File: config.mk
export PLATFORM = sky130hd
export DESIGN_NAME = sync_fifo_srl_stream
export DESIGN_NICKNAME = d
export VERILOG_FILES = /design/src/rtl/sync_fifo_srl_stream.sv
export SDC_FILE = /design/constraint.sdc
export NUM_CORES = 1
export LEC_CHECK = 0
export BUFFER_PORTS_ARGS = -buffer_cell sky130_fd_sc_hd__buf_2
export CAP_MARGIN = 5
export CORE_UTILIZATION = 60
export CTS_CLUSTER_DIAMETER = 40
export CTS_CLUSTER_SIZE = 20
export DETAILED_ROUTE_END_ITERATION = 10
export PLACE_DENSITY_LB_ADDON = 0.2
export SLEW_MARGIN = 20
export SYNTH_ARGS = -nofsm -noshare
export SYNTH_HDL_FRONTEND = slang
export SYNTH_SLANG_ARGS = --single-unit
File: constraint.sdc
create_clock -name clk -period 13.3 [get_ports clk]
set_input_delay 0.665 -clock clk [delete_from_list [all_inputs] [get_ports clk]]
set_output_delay 0.665 -clock clk [all_outputs]
set_load 0.01 [all_outputs]
File: src/rtl/sync_fifo_srl_stream.sv
// Shallow SRL FIFO, valid/ready stream, FWFT output register, optional store-and-forward.
// Latency: bypass shows a word after its accepting edge; SRL words one edge after the output register frees.
// Backpressure: s_ready = SRL not full (registered decode, no path from m_ready); output holds while !m_ready.
module sync_fifo_srl_stream #(
   parameter int DWIDTH     = 16,
   parameter int AWIDTH     = 4,
   parameter bit PKT_MODE   = 1'b0,
   parameter int AFULL_LVL  = (1 << AWIDTH) - 2,
   parameter int AEMPTY_LVL = 1
) (
   input  logic              clk,
   input  logic              arst_n,
   input  logic [DWIDTH-1:0] s_data,
   input  logic              s_last,
   input  logic              s_valid,
   output logic              s_ready,
   output logic [DWIDTH-1:0] m_data,
   output logic              m_last,
   output logic              m_valid,
   input  logic              m_ready,
   output logic [AWIDTH:0]   dcount,
   output logic              almost_full,
   output logic              almost_empty,
   output logic              oversize
);

   localparam int              DEPTH   = 1 << AWIDTH;
   localparam logic [AWIDTH:0] DEPTH_C = (AWIDTH+1)'(DEPTH);
   localparam logic [AWIDTH:0] ONE_C   = (AWIDTH+1)'(1);
   localparam logic [AWIDTH:0] AF_C    = (AWIDTH+1)'(AFULL_LVL);
   localparam logic [AWIDTH:0] AE_C    = (AWIDTH+1)'(AEMPTY_LVL);

   typedef enum logic {ST_STORE, ST_CUT} state_t;

   state_t            state_q, state_d;
   logic [DWIDTH:0]   srl_mem [DEPTH];
   logic [AWIDTH:0]   srl_cnt;
   logic [AWIDTH:0]   pkt_cnt;
   logic [AWIDTH-1:0] rd_idx;
   logic [DWIDTH:0]   head_word;
   logic              head_last;
   logic              wr_acc, out_free, load_ok, srl_load, bypass, srl_wr;
   logic              pkt_inc, pkt_dec;

   assign s_ready   = (srl_cnt != DEPTH_C);
   assign wr_acc    = s_valid & s_ready;
   assign out_free  = !m_valid | m_ready;
   assign load_ok   = !PKT_MODE || (pkt_cnt != '0) || (state_q == ST_CUT);
   assign srl_load  = out_free && (srl_cnt != '0) && load_ok;
   assign bypass    = out_free && (srl_cnt == '0) && wr_acc && (!PKT_MODE || s_last);
   assign srl_wr    = wr_acc && !bypass;
   assign rd_idx    = AWIDTH'(srl_cnt - ONE_C);
   assign head_word = srl_mem[rd_idx];
   assign head_last = head_word[DWIDTH];
   assign pkt_inc   = srl_wr & s_last;
   assign pkt_dec   = srl_load & head_last;

   assign dcount       = srl_cnt + (AWIDTH+1)'(m_valid);
   assign almost_full  = (dcount >= AF_C);
   assign almost_empty = (dcount <= AE_C);

   // Shift register storage: no reset, contents become unreachable once srl_cnt clears.
   always_ff @(posedge clk) begin
      if (srl_wr) begin
         srl_mem[0] <= {s_last, s_data};
         for (int i = 1; i < DEPTH; i++) srl_mem[i] <= srl_mem[i-1];
      end
   end

   // A packet that fills the SRL without a last can never complete, so release it cut-through.
   always_comb begin
      state_d  = state_q;
      oversize = 1'b0;
      if (PKT_MODE) begin
         case (state_q)
            ST_STORE: if (srl_cnt == DEPTH_C && pkt_cnt == '0) begin
               state_d  = ST_CUT;
               oversize = 1'b1;
            end
            ST_CUT: if ((srl_load && head_last) || (bypass && s_last)) state_d = ST_STORE;
            default: state_d = ST_STORE;
         endcase
      end
   end

   always_ff @(posedge clk or negedge arst_n) begin
      if (!arst_n) begin
         state_q <= ST_STORE;
         srl_cnt <= '0;
         pkt_cnt <= '0;
         m_valid <= 1'b0;
         m_data  <= '0;
         m_last  <= 1'b0;
      end else begin
         state_q <= state_d;
         case ({srl_wr, srl_load})
            2'b10:   srl_cnt <= srl_cnt + ONE_C;
            2'b01:   srl_cnt <= srl_cnt - ONE_C;
            default: srl_cnt <= srl_cnt;
         endcase
         case ({pkt_inc, pkt_dec})
            2'b10:   pkt_cnt <= pkt_cnt + ONE_C;
            2'b01:   pkt_cnt <= pkt_cnt - ONE_C;
            default: pkt_cnt <= pkt_cnt;
         endcase
         if (out_free) begin
            if (srl_load) begin
               m_valid <= 1'b1;
               m_data  <= head_word[DWIDTH-1:0];
               m_last  <= head_last;
            end else if (bypass) begin
               m_valid <= 1'b1;
               m_data  <= s_data;
               m_last  <= s_last;
            end else begin
               m_valid <= 1'b0;
            end
         end
      end
   end

endmodule

Yosys cells after proc, flatten, opt, wreduce, memory -nomap -nowiden
Memory sizes are Yosys's and may differ from the RTL's.
Cells that the tools add are included.
{"block": "word_totals", "out_inout_bits": 27, "mem_count": 1, "ram_bits": 272, "elab_cells": 35, "in_bits": 21, "register_bits": 23}
{"memory": "srl_mem", "depth": 16, "width": 17, "read_ports": 16, "rd_clocked_by_memory_dff": 0, "write_ports": 16, "line": "36", "text": "logic [DWIDTH:0] srl_mem [DEPTH];"}
{"block": "classes", "n_eq_ne": 3, "n_reduce_logical": 11, "n_mux": 9, "order_cmp": 2, "addsub": 3, "bitwise_logic": 2}
{"op": "16-bit two-way mux", "count": 2}
{"op": "5-bit one-hot mux with 2 select lines", "count": 1}
{"op": "1-bit two-way mux", "count": 6}
{"op": "5-bit by 1-bit adder with 5-bit output", "count": 1}
{"op": "5-bit by 1-bit adder with 5-bit output (second input constant)", "count": 1}
{"op": "5-bit by 4-bit greater-or-equal comparator with 1-bit output (second input constant)", "count": 1}
{"op": "5-bit by 1-bit less-or-equal comparator with 1-bit output (second input constant)", "count": 1}
{"op": "5-bit zero test", "count": 1}
{"op": "5-bit != test (second input constant)", "count": 1}
{"op": "5-bit nonzero test", "count": 1}
{"op": "5-bit by 1-bit subtractor with 5-bit output (second input constant)", "count": 1}
{"op": "1-bit logical AND", "count": 4}
{"op": "2-bit nonzero test", "count": 2}
{"op": "2-bit by 1-bit == test with 1-bit output (second input constant)", "count": 1}
{"op": "2-bit == test (second input constant)", "count": 1}
{"op": "1-bit zero test", "count": 2}
{"op": "2-bit AND reduction", "count": 1}
{"op": "1-bit bitwise AND", "count": 1}
{"op": "1-bit OR", "count": 1}

Logic depth before layout (Yosys ltp)
Gate-level depths: netlist of the first run.
{"block": "depth", "word_depth": 8, "ltp_mapped": 12, "ltp_nobuf": 9}

Least setup slack after synthesis of the first run
OpenSTA, ideal clock, no wires.
{"block": "synth_timing", "path_kind": "input port to flip-flop", "from": "input s_valid", "to": "memory srl_mem[0][0] in the netlist's numbering, enable pin", "path_buffers": 2, "required_time_ns": 12.679, "setup_time_ns": 0.621, "t_arrival_ns": 6.668, "stages": 4, "setup_slack_ns": 6.011, "path_cell_list": "clkbuf_1 > clkbuf_1 > o21ai_0 > inv_1"}
{"item": "start: declaration", "line": "15", "text": "input logic s_valid,"}
{"item": "end: declaration", "line": "36"}

==> qor.csv, run 1 <==
metric,value,unit
sw_frac_of_total,0.3299,
start_kind,flop,
clkTransAtPathRegs,0.07,ns
n_antenna_cell,0,
post-dp-hpwl,13020,um
ff2ff_setup_slack,9.08,ns
grt_overflow,0,
ant_nets,0,
synth-async-reset-ratio,0.07797,
row_count,50,
cts_sinks,295,
pwr-share-comb,0.322,
cts_buffer_depth,3,
path_buf_inv,4,
seq_area_frac_synth,0.7432,
syn2layout_area_growth,14.20,%
cts_buffers,35,
portBuffers,46,
cp.arrival,4.34,ns
grt_pass1_vias,6521,
dp_slack,8.907,ns
worst_pin_slew,1.171,ns
yosysUniqueCellTypes,40,
ctsResizeCount,0,
finalHoldViolCount,0,
switching_power,1.147,mW
nNetsFinal,714,
fillers,1172,
crit_family,buffers and inverters,
crit_path_cell_trace,"buf_4, inv_1, ha_4, nand2_1, o21ai_0, clkinv_8, buf_4",
p_seq_frac,0.391,
p_per_area,258.9,nW/um2
report.final.slew_viol_count,0,
htree_levels,2,
drt-total-wl,23770,um
slew_headroom,0.2186,
final_core_util,0.7088,
gp_congestion,0.7720,
ys_ff_latch,295,
critPathSlowestCell,buf_4,
met3_usage,0.05552,
multiInputGateArea,2811,um2
start_util,0.6207,
cts_tree,yes,
critPathMaxStageDelay,0.97,ns
core,18960,um2
cpMostUsedCell,buf_4,
synth_top_area_frac,0.6942,
setup_violations,0,
die-width,142.0,um
post-route-period-util,0.3175,
clockPowerShare,0.288,
syn_area,11770,um2
grt-busiest-layer,met2,
worstRegToRegCells,7,
synth_area_per_cell,18.47,um2
clock.fmax,0.2368,GHz
antenna_found_initial,0,
syn_inst,637,
rsz0062_at_grt,false,
max-cap-violations,0,
tns,0,ns
drt-initial-drc-count,749,
cts_root_buffer,clkbuf_16,
finalClockSkew,0.01904,ns
p_int,2.331,mW
grt_usage,0.2487,
cp_data_required_time,13.42,ns
ys.flop_type,edfxtp_1,
setup_ws,9.077,ns
vias_per_cell,6.558,
vdd_ir_drop_max,0.2318,mV
r2r-end,srl_mem[14][7]$_DFFE_PP_,
die_area,20170,um2
die_h,142.0,um
grt_pass1_wl,37400,um
grt_use_met1,0.3671,
p_leak,4.764,nW
stdcell_area,13440,um2
met2_usage,0.3671,
cp_max_fo,182,
synth_edf_count,272,
synth_fp_nets,664,
wl_per_cell,24.43,um
placed_area,12180,um2
grt_max_degree,183,
min_period,4.223,ns
status,"complete, no violations",
synth_area_leaders,"edfxtp_1 (69%), mux4_2 (6.5%), mux2i_1 (5.8%)",
vias,6381,
clk_latency,0.52,ns
ys_warn_count,0,
seqCellArea,8745,um2
cts_hold_buf,0,
total_power,3.478,mW
drcViolationCount,0,
critPathKind,flop to flop,
cts_setup_buffers,0,
endpoint_kind,flop,
synth_top_area_cell,edfxtp_1,
hold_class,primary input to async pin,
drive_gt1_frac,0.2188,
drt-pass1-iter-count,5,
io_pins,48,
reg2reg_from,srl_cnt[0]$_DFFE_PN0P_,
==> Yosys cell counts, types with 4 or more instances <==
| cell type | instances |
|---|---|
| xnor2_1 | 5 |
| clkbuf_1 | 15 |
| nand3_1 | 20 |
| ha_1 | 6 |
| buf_2 | 14 |
| mux2i_1 | 68 |
| xor2_1 | 4 |
| nor2_1 | 7 |
| a32oi_1 | 18 |
| a31oi_1 | 17 |
| o221ai_1 | 17 |
| a22oi_1 | 17 |
| mux4_2 | 34 |
| a21oi_1 | 18 |
| inv_1 | 6 |
| buf_4 | 4 |
| nor2_2 | 4 |
| dfrtp_1 | 23 |
| buf_1 | 4 |
| edfxtp_1 | 272 |
| a221oi_1 | 17 |
| nand2_1 | 22 |
==> power by group through the flow <==
| stage | Sequential (mW) | Clock (mW) | Combinational, mW |
|---|---|---|---|
| after CTS | 1.36 | 1.02 | 1.12 |
| final | 1.36 | 1.00 | 1.12 |
| after detailed placement | 1.37 | 0 | 1.11 |
| after global placement | 1.36 | 0 | 1.09 |
| after floorplan | 1.36 | 0 | 0.829 |
| after global routing | 1.38 | 1.05 | 1.20 |
==> layout make-up <==
| cell class | instances | share of cell area |
|---|---|---|
| flip-flops and latches | 295 | 0.6509 |
| multi-input cells | 296 | 0.2093 |
| clock buffers | 40 | 0.06975 |
| well taps | 260 | 0.02421 |
| clock inverters | 23 | 0.02198 |
| repair buffers | 53 | 0.02133 |
| inverters | 6 | 0.002608 |
==> worst max path at each step <==
stage,startpoint,to,cells past startpoint
floorplan,s_valid,srl_mem[0][0]$_DFFE_PP_,4
global placement,srl_cnt[0]$_DFFE_PN0P_,srl_mem[0][10]$_DFFE_PP_,7
detailed placement,srl_cnt[0]$_DFFE_PN0P_,srl_mem[4][12]$_DFFE_PP_,7
CTS,srl_cnt[0]$_DFFE_PN0P_,srl_mem[12][7]$_DFFE_PP_,7
global route,srl_cnt[0]$_DFFE_PN0P_,srl_mem[14][7]$_DFFE_PP_,7
finish,srl_cnt[0]$_DFFE_PN0P_,srl_mem[14][7]$_DFFE_PP_,7
==> per-layer routing <==
layer,wire [um],part of all wire,vias up
met4,548,0.023,0
met1,10020,0.42,3295
met5,0,0,-
li1,-,-,2736
met3,1970,0.083,43
met2,11230,0.47,307
==> through the flow <==
stage | cells | hold WS [ns]
2_1_floorplan | 637 | 0.3694
3_3_place_gp | 909 | 0.4265
3_5_place_dp | 909 | 0.4312
4_1_cts | 972 | 0.2024
5_1_grt | 973 | 0.2349
6_report | 973 | 0.2052
==> cells in the final DEF (no fill, tap or decap), drive strengths merged, types with 3 or more instances in the layout <==
cell type and count:
a21oi 18, inv 10, edfxtp 272, nor2b 3, xor2 5, a22oi 17, o21ai 5, a31oi 17
o221ai 17, mux4 34, xnor2 5, bufinv 5, clkinv 11, clkinvlp 3, clkbuf 40, nand3 20
nor2 11, mux2i 68, a32oi 18, dfrtp 23, ha 6, a221oi 17, buf 53, nand2 22
==> cells by family after synthesis <==
group	Yosys count	share of synthesized area
AND/OR/NAND/NOR	66	0.02872
AO/OA/AOI/OAI	110	0.07008
other	1	0.0003187
multiplexers	103	0.1239
adder cells (fa/ha/maj)	6	0.006381
flip-flops	295	0.7432
XOR/XNOR	10	0.008082
buffers and inverters	46	0.01935
==> registers in the layout, indices dropped and copies added, names as in the netlist <==
name     count
srl_mem    272
m_data      16
srl_cnt      5
m_last       1
m_valid      1
Note: power is estimated with default switching activity, not from simulation.
==> run 2: changes to the inputs <==
==> constraint.sdc (replaced) <==
create_clock -name clk -period 4.25 [get_ports clk]
set_input_delay 0.2125 -clock clk [delete_from_list [all_inputs] [get_ports clk]]
set_output_delay 0.2125 -clock clk [all_outputs]
set_load 0.01 [all_outputs]
==> qor.csv, run 2 (synthesis results as in run 1) <==
metric,value,unit,change
status,"complete, no violations",,
grt_max_degree,113,,-38%
drt-initial-drc-count,872,,+16%
drcViolationCount,0,,unchanged
wl_per_cell,25.54,um,+4.6%
p_int,7.332,mW,+210%
drive_gt1_frac,0.2233,,+0.004481
n_antenna_cell,0,,unchanged
cts_sinks,295,,unchanged
drt-pass1-iter-count,8,,+3
cts_tree,yes,,
setup_ws,1.030,ns,-8.048 ns
p_leak,4.877,nW,+2.4%
reg.largest.list,"srl_mem (272), m_data (16), srl_cnt (5)",,
core,18960,um2,unchanged
max-cap-violations,0,,unchanged
cts_hold_buf,18,,+18
final_core_util,0.7221,,+0.01333
post-dp-hpwl,13880,um,+6.6%
clockPowerShare,0.281,,-0.007
nNetsFinal,740,,+3.6%
htree_levels,2,,unchanged
cts_buffer_depth,3,,unchanged
rsz0062_at_grt,false,,
cp_max_fo,19,,-90%
final_cell_mix,"edfxtp_1 (272), mux2i_1 (68), buf_2 (46), clkbuf_16 (37), mux4_2 (34)",,
pwr-share-comb,0.327,,+0.005
grt_usage,0.2659,,+0.01725
start_kind,flop,,
gp_congestion,0.7938,,+2.8%
die-width,142.0,um,unchanged
endpoint_kind,flop,,
slew_headroom,0.2462,,+0.02754
clkTransAtPathRegs,0.06,ns,about the same
die_h,142.0,um,unchanged
report.final.slew_viol_count,0,,unchanged
switching_power,3.670,mW,+220%
p_seq_frac,0.392,,about the same
p_per_area,803.8,nW/um2,+210%
io_pins,48,,unchanged
largest-register,srl_mem,,
critPathKind,flop to flop,,
cp.arrival,3.64,ns,-0.70 ns
ant_nets,0,,unchanged
worst_pin_slew,1.130,ns,-0.04127 ns
final_common_cell,edfxtp_1,,
cts_setup_buffers,0,,unchanged
ctsResizeCount,0,,unchanged
cp_data_required_time,4.67,ns,-8.75 ns
clk_latency,0.50,ns,-0.02 ns
cts_buffers,36,,+2.9%
drt-total-wl,25520,um,+7.4%
grt_overflow,0,,unchanged
die_area,20170,um2,unchanged
syn2layout_area_growth,16.35,%,
min_period,3.220,ns,-1.002 ns
grt_pass1_wl,39430,um,+5.4%
cts_root_buffer,clkbuf_16,,
row_count,50,,unchanged
largest_register_ffs,272,,unchanged
clock.fmax,0.3105,GHz,+31%
setup_violations,0,,unchanged
start_util,0.6207,,unchanged
post-route-period-util,0.7577,,+0.4402
sw_frac_of_total,0.3336,,+0.003691
finalClockSkew,0.01343,ns,-0.005608 ns
antenna_found_initial,0,,unchanged
hold_class,primary input to async pin,,
vdd_ir_drop_max,0.4988,mV,+120%
vias_per_cell,6.558,,about the same
dp_slack,1.131,ns,-7.776 ns
portBuffers,46,,unchanged
grt_pass1_vias,6712,,+2.9%
finalHoldViolCount,0,,unchanged
vias,6551,,+2.7%
-- run 2: layer usage --
layer	wire length [um]	vias to the layer above	track usage
li1	-	2796	-
met1	10740	3382	0.3823
met2	12260	312	0.4079
met3	1811	61	0.05417
met4	706	0	0.09960
met5	0	-	0
-- run 2: power groups by stage --
stage / logic, mW / registers [mW] / clock network [mW]
finish: 3.59 / 4.31 / 3.09
global route: 3.81 / 4.38 / 3.24
CTS: 3.56 / 4.30 / 3.14
global placement: 3.43 / 4.30 / 0
detailed placement: 3.51 / 4.33 / 0
floorplan: 2.63 / 4.23 / 0
-- run 2: cell type report --
type | count | area [um2]
multi-input cells | 296 | 2830
clock buffers | 40 | 947.2
clock inverters | 24 | 271.5
well taps | 260 | 325.3
flip-flops and latches | 295 | 8745
repair buffers | 78 | 540.5
fillers | 1123 | 5268
inverters | 6 | 28.78
-- run 2: final timing paths --
kind | from | end | slack (ns) | cells after the start
max | srl_cnt[0]$_DFFE_PN0P_ | m_data[15]$_DFFE_PN0P_ | 1.03 | 6
min | arst_n | m_data[2]$_DFFE_PN0P_ | 0.30 | 2
max reg2reg | srl_cnt[0]$_DFFE_PN0P_ | m_data[15]$_DFFE_PN0P_ | 1.03 | 6
min reg2reg | srl_mem[3][6]$_DFFE_PP_ | srl_mem[4][6]$_DFFE_PP_ | 0.44 | 0
max in group asynchronous | arst_n | srl_cnt[0]$_DFFE_PN0P_ | 3.43 | 2
min in group clk | s_valid | srl_cnt[0]$_DFFE_PN0P_ | 0.34 | 4
-- run 2: metrics by stage --
stage                     setup TNS (ns)  cells  area [um2]  hold WS, ns  total power [mW]
after floorplan                  -357.94    637       11810     -0.08309             6.857
after global placement                 0    917       12280       0.3048             7.727
after detailed placement               0    917       12280       0.3079             7.841
after CTS                              0    999       13680       0.3151             10.99
after global routing                   0    999       13690       0.3487             11.43
final                                  0    999       13690       0.3012             11.00
-- run 2: critical path: stages (launching register included) --
cell and delay, ns:
dfrtp_2 0.63, inv_4 0.17, ha_4 0.23, or4b_1 0.95, o21ai_4 0.87, a32oi_1 0.15
nand2_1 0.14
==> run 3: changes to the inputs <==
--- a/config.mk
+++ b/config.mk
@@ -7,7 +7,7 @@
 export LEC_CHECK = 0
 export BUFFER_PORTS_ARGS = -buffer_cell sky130_fd_sc_hd__buf_2
 export CAP_MARGIN = 5
-export CORE_UTILIZATION = 60
+export CORE_UTILIZATION = 55
 export CTS_CLUSTER_DIAMETER = 40
 export CTS_CLUSTER_SIZE = 20
 export DETAILED_ROUTE_END_ITERATION = 10
==> constraint.sdc (replaced) <==
create_clock -name clk -period 2.8 [get_ports clk]
set_input_delay 0.14 -clock clk [delete_from_list [all_inputs] [get_ports clk]]
set_output_delay 0.14 -clock clk [all_outputs]
set_load 0.01 [all_outputs]
==> qor.csv, run 3 (synthesis results as in run 1) <==
metric,value,unit,change
critPathSlowestCell,dfrtp_2,,
p_per_area,1223,nW/um2,+52%
critPathKind,flop to output pin,,
stdcell_area,13860,um2,+1.2%
total_power,16.95,mW,+54%
grt_usage,0.2399,,-0.02599
io_pins,48,,unchanged
cts_setup_buffers,0,,unchanged
cts_sinks,295,,unchanged
drive_gt1_frac,0.2387,,+0.01545
crit_path_cell_trace,"buf_4, ha_1, ha_1, nand3_1, xnor2_1, inv_1, nor4_1, buf_2",,
start_util,0.5597,,-0.06099
largest-register,srl_mem,,
gp_congestion,0.7812,,-1.6%
placed_area,12460,um2,+1.5%
htree_levels,2,,unchanged
final_core_util,0.6592,,-0.06293
core,21020,um2,+11%
grt_max_degree,97,,-14%
grt_pass1_wl,39540,um,+0.26%
vdd_ir_drop_max,0.7651,mV,+53%
finalClockSkew,0.01183,ns,-0.001604 ns
report.final.slew_viol_count,0,,unchanged
wl_per_cell,24.34,um,-4.7%
finalHoldViolCount,0,,unchanged
vias_per_cell,6.378,,-2.7%
hold_class,primary input to async pin,,
post-dp-hpwl,14420,um,+3.9%
clockPowerShare,0.276,,-0.005
slew_headroom,0.3325,,+0.08636
grt_pass1_vias,6790,,+1.2%
max-cap-violations,0,,unchanged
crit_start,srl_cnt[0]$_DFFE_PN0P_,,
p_leak,4.957,nW,+1.6%
antenna_found_initial,0,,unchanged
tns,0,ns,unchanged
drt-pass1-iter-count,5,,-3
start_kind,flop,,
endpoint_kind,output pin,,
clkTransAtPathRegs,0.06,ns,about the same
die_area,21980,um2,+9.0%
cpMostUsedCell,ha_1,,
n_antenna_cell,0,,unchanged
status,"complete, no violations",,
fillers,1403,,+25%
drt-initial-drc-count,547,,-37%
cts_root_buffer,clkbuf_16,,
syn2layout_area_growth,17.78,%,
row_count,53,,+6.0%
die_h,148.3,um,+4.4%
fin_hold_ws,0.2233,ns,-0.07793 ns
vias,6563,,+0.18%
setup_violations,0,,unchanged
sw_frac_of_total,0.3336,,about the same
portBuffers,46,,unchanged
cp_data_required_time,2.66,ns,-2.01 ns
setup_ws,0.2877,ns,-0.7419 ns
p_int,11.29,mW,+54%
clock.fmax,0.3980,GHz,
dp.cells,945,,+3.1%
cts_buffers,36,,unchanged
clk_latency,0.51,ns,about the same
final_cell_mix,"edfxtp_1 (272), mux2i_1 (68), buf_2 (46), clkbuf_16 (37), mux4_2 (34)",,
final_common_cell,edfxtp_1,,
p_seq_frac,0.381,,-0.011
dp_slack,0.3843,ns,-0.7469 ns
reg.largest.list,"srl_mem (272), m_data (16), srl_cnt (5)",,
cp_max_fo,14,,-5
drt-total-wl,25050,um,-1.8%
post-route-period-util,0.8973,,
worst_pin_slew,1.001,ns,-0.1283 ns
drcViolationCount,0,,unchanged
cts_buffer_depth,3,,unchanged
finalNonFillerCells,1029,,+3.0%
rsz0062_at_grt,false,,
cp.arrival,2.37,ns,-1.27 ns
cts_tree,yes,,
largest_register_ffs,272,,unchanged
nNetsFinal,753,,+1.8%
switching_power,5.653,mW,+54%
grt_overflow,0,,unchanged
pwr-share-comb,0.343,,+0.016
ant_nets,0,,unchanged
min_period,2.512,ns,
die-width,148.3,um,+4.4%
reg2reg_from,srl_cnt[2]$_DFFE_PN0P_,,
critPathMaxStageDelay,0.41,ns,-0.54 ns
-- run 3: cell types whose count changed in the layout (fill, tap and decap cells not counted), moves of 3 or more --
cell,before,now
buf_12,2,7
clkbuf_1,2,5
clkinv_1,5,2
inv_6,3,8
buf_4,12,20
clkinv_4,3,0
-- run 3: final timing paths --
path	to	slack, ns	cells after the start
worst max-delay path	almost_empty	0.29	8
worst min-delay path	m_data[11]$_DFFE_PN0P_	0.22	2
worst max register to register	m_data[9]$_DFFE_PN0P_	0.33	5
worst min register to register	srl_mem[1][2]$_DFFE_PP_	0.44	0
max in group asynchronous	srl_cnt[0]$_DFFE_PN0P_	2.08	2
min in group clk	m_valid$_DFFE_PN0P_	0.26	3
-- run 3: routing by layer --
| metal | vias up | part of all wire | global-route usage |
|---|---|---|---|
| li1 | 2818 | - | - |
| met1 | 3376 | 0.44 | 0.3550 |
| met2 | 308 | 0.45 | 0.3505 |
| met3 | 61 | 0.079 | 0.05276 |
| met4 | 0 | 0.032 | 0.09381 |
| met5 | - | 0 | 0 |
-- run 3: worst max-delay path, delay by kind of cell, from the launching register on --
kind	cells	cell delay (ns)
adders and majority gates	2	0.41
xor gates and xnor gates	1	0.22
buffers and inverters	3	0.55
DFF	1	0.41
and+or+nand+nor	2	0.27
-- run 3: area by class of cell --
cell class | count | area (um2) | area share
clock inverter | 23 | 255.2 | 0.01842
clock buffer | 43 | 958.4 | 0.06916
sequential | 295 | 8745 | 0.6311
inverter | 6 | 28.78 | 0.002077
tap | 275 | 344.1 | 0.02483
multi-input combinational | 296 | 2825 | 0.2039
timing repair buffer | 91 | 700.7 | 0.05056
-- run 3: repair_timing --
action	4_1_cts	5_1_grt
resized for setup	0	0
endpoints found under the hold margin	40	0
hold buffers	18	0
-- run 3: power by group through the flow --
stage | Combinational, mW | Sequential (mW) | Clock, mW
final | 5.82 | 6.46 | 4.67
after global routing | 6.25 | 6.54 | 4.92
after CTS | 5.82 | 6.44 | 4.75
after detailed placement | 5.76 | 6.50 | 0
after global placement | 5.64 | 6.44 | 0
after floorplan | 3.99 | 6.42 | 0
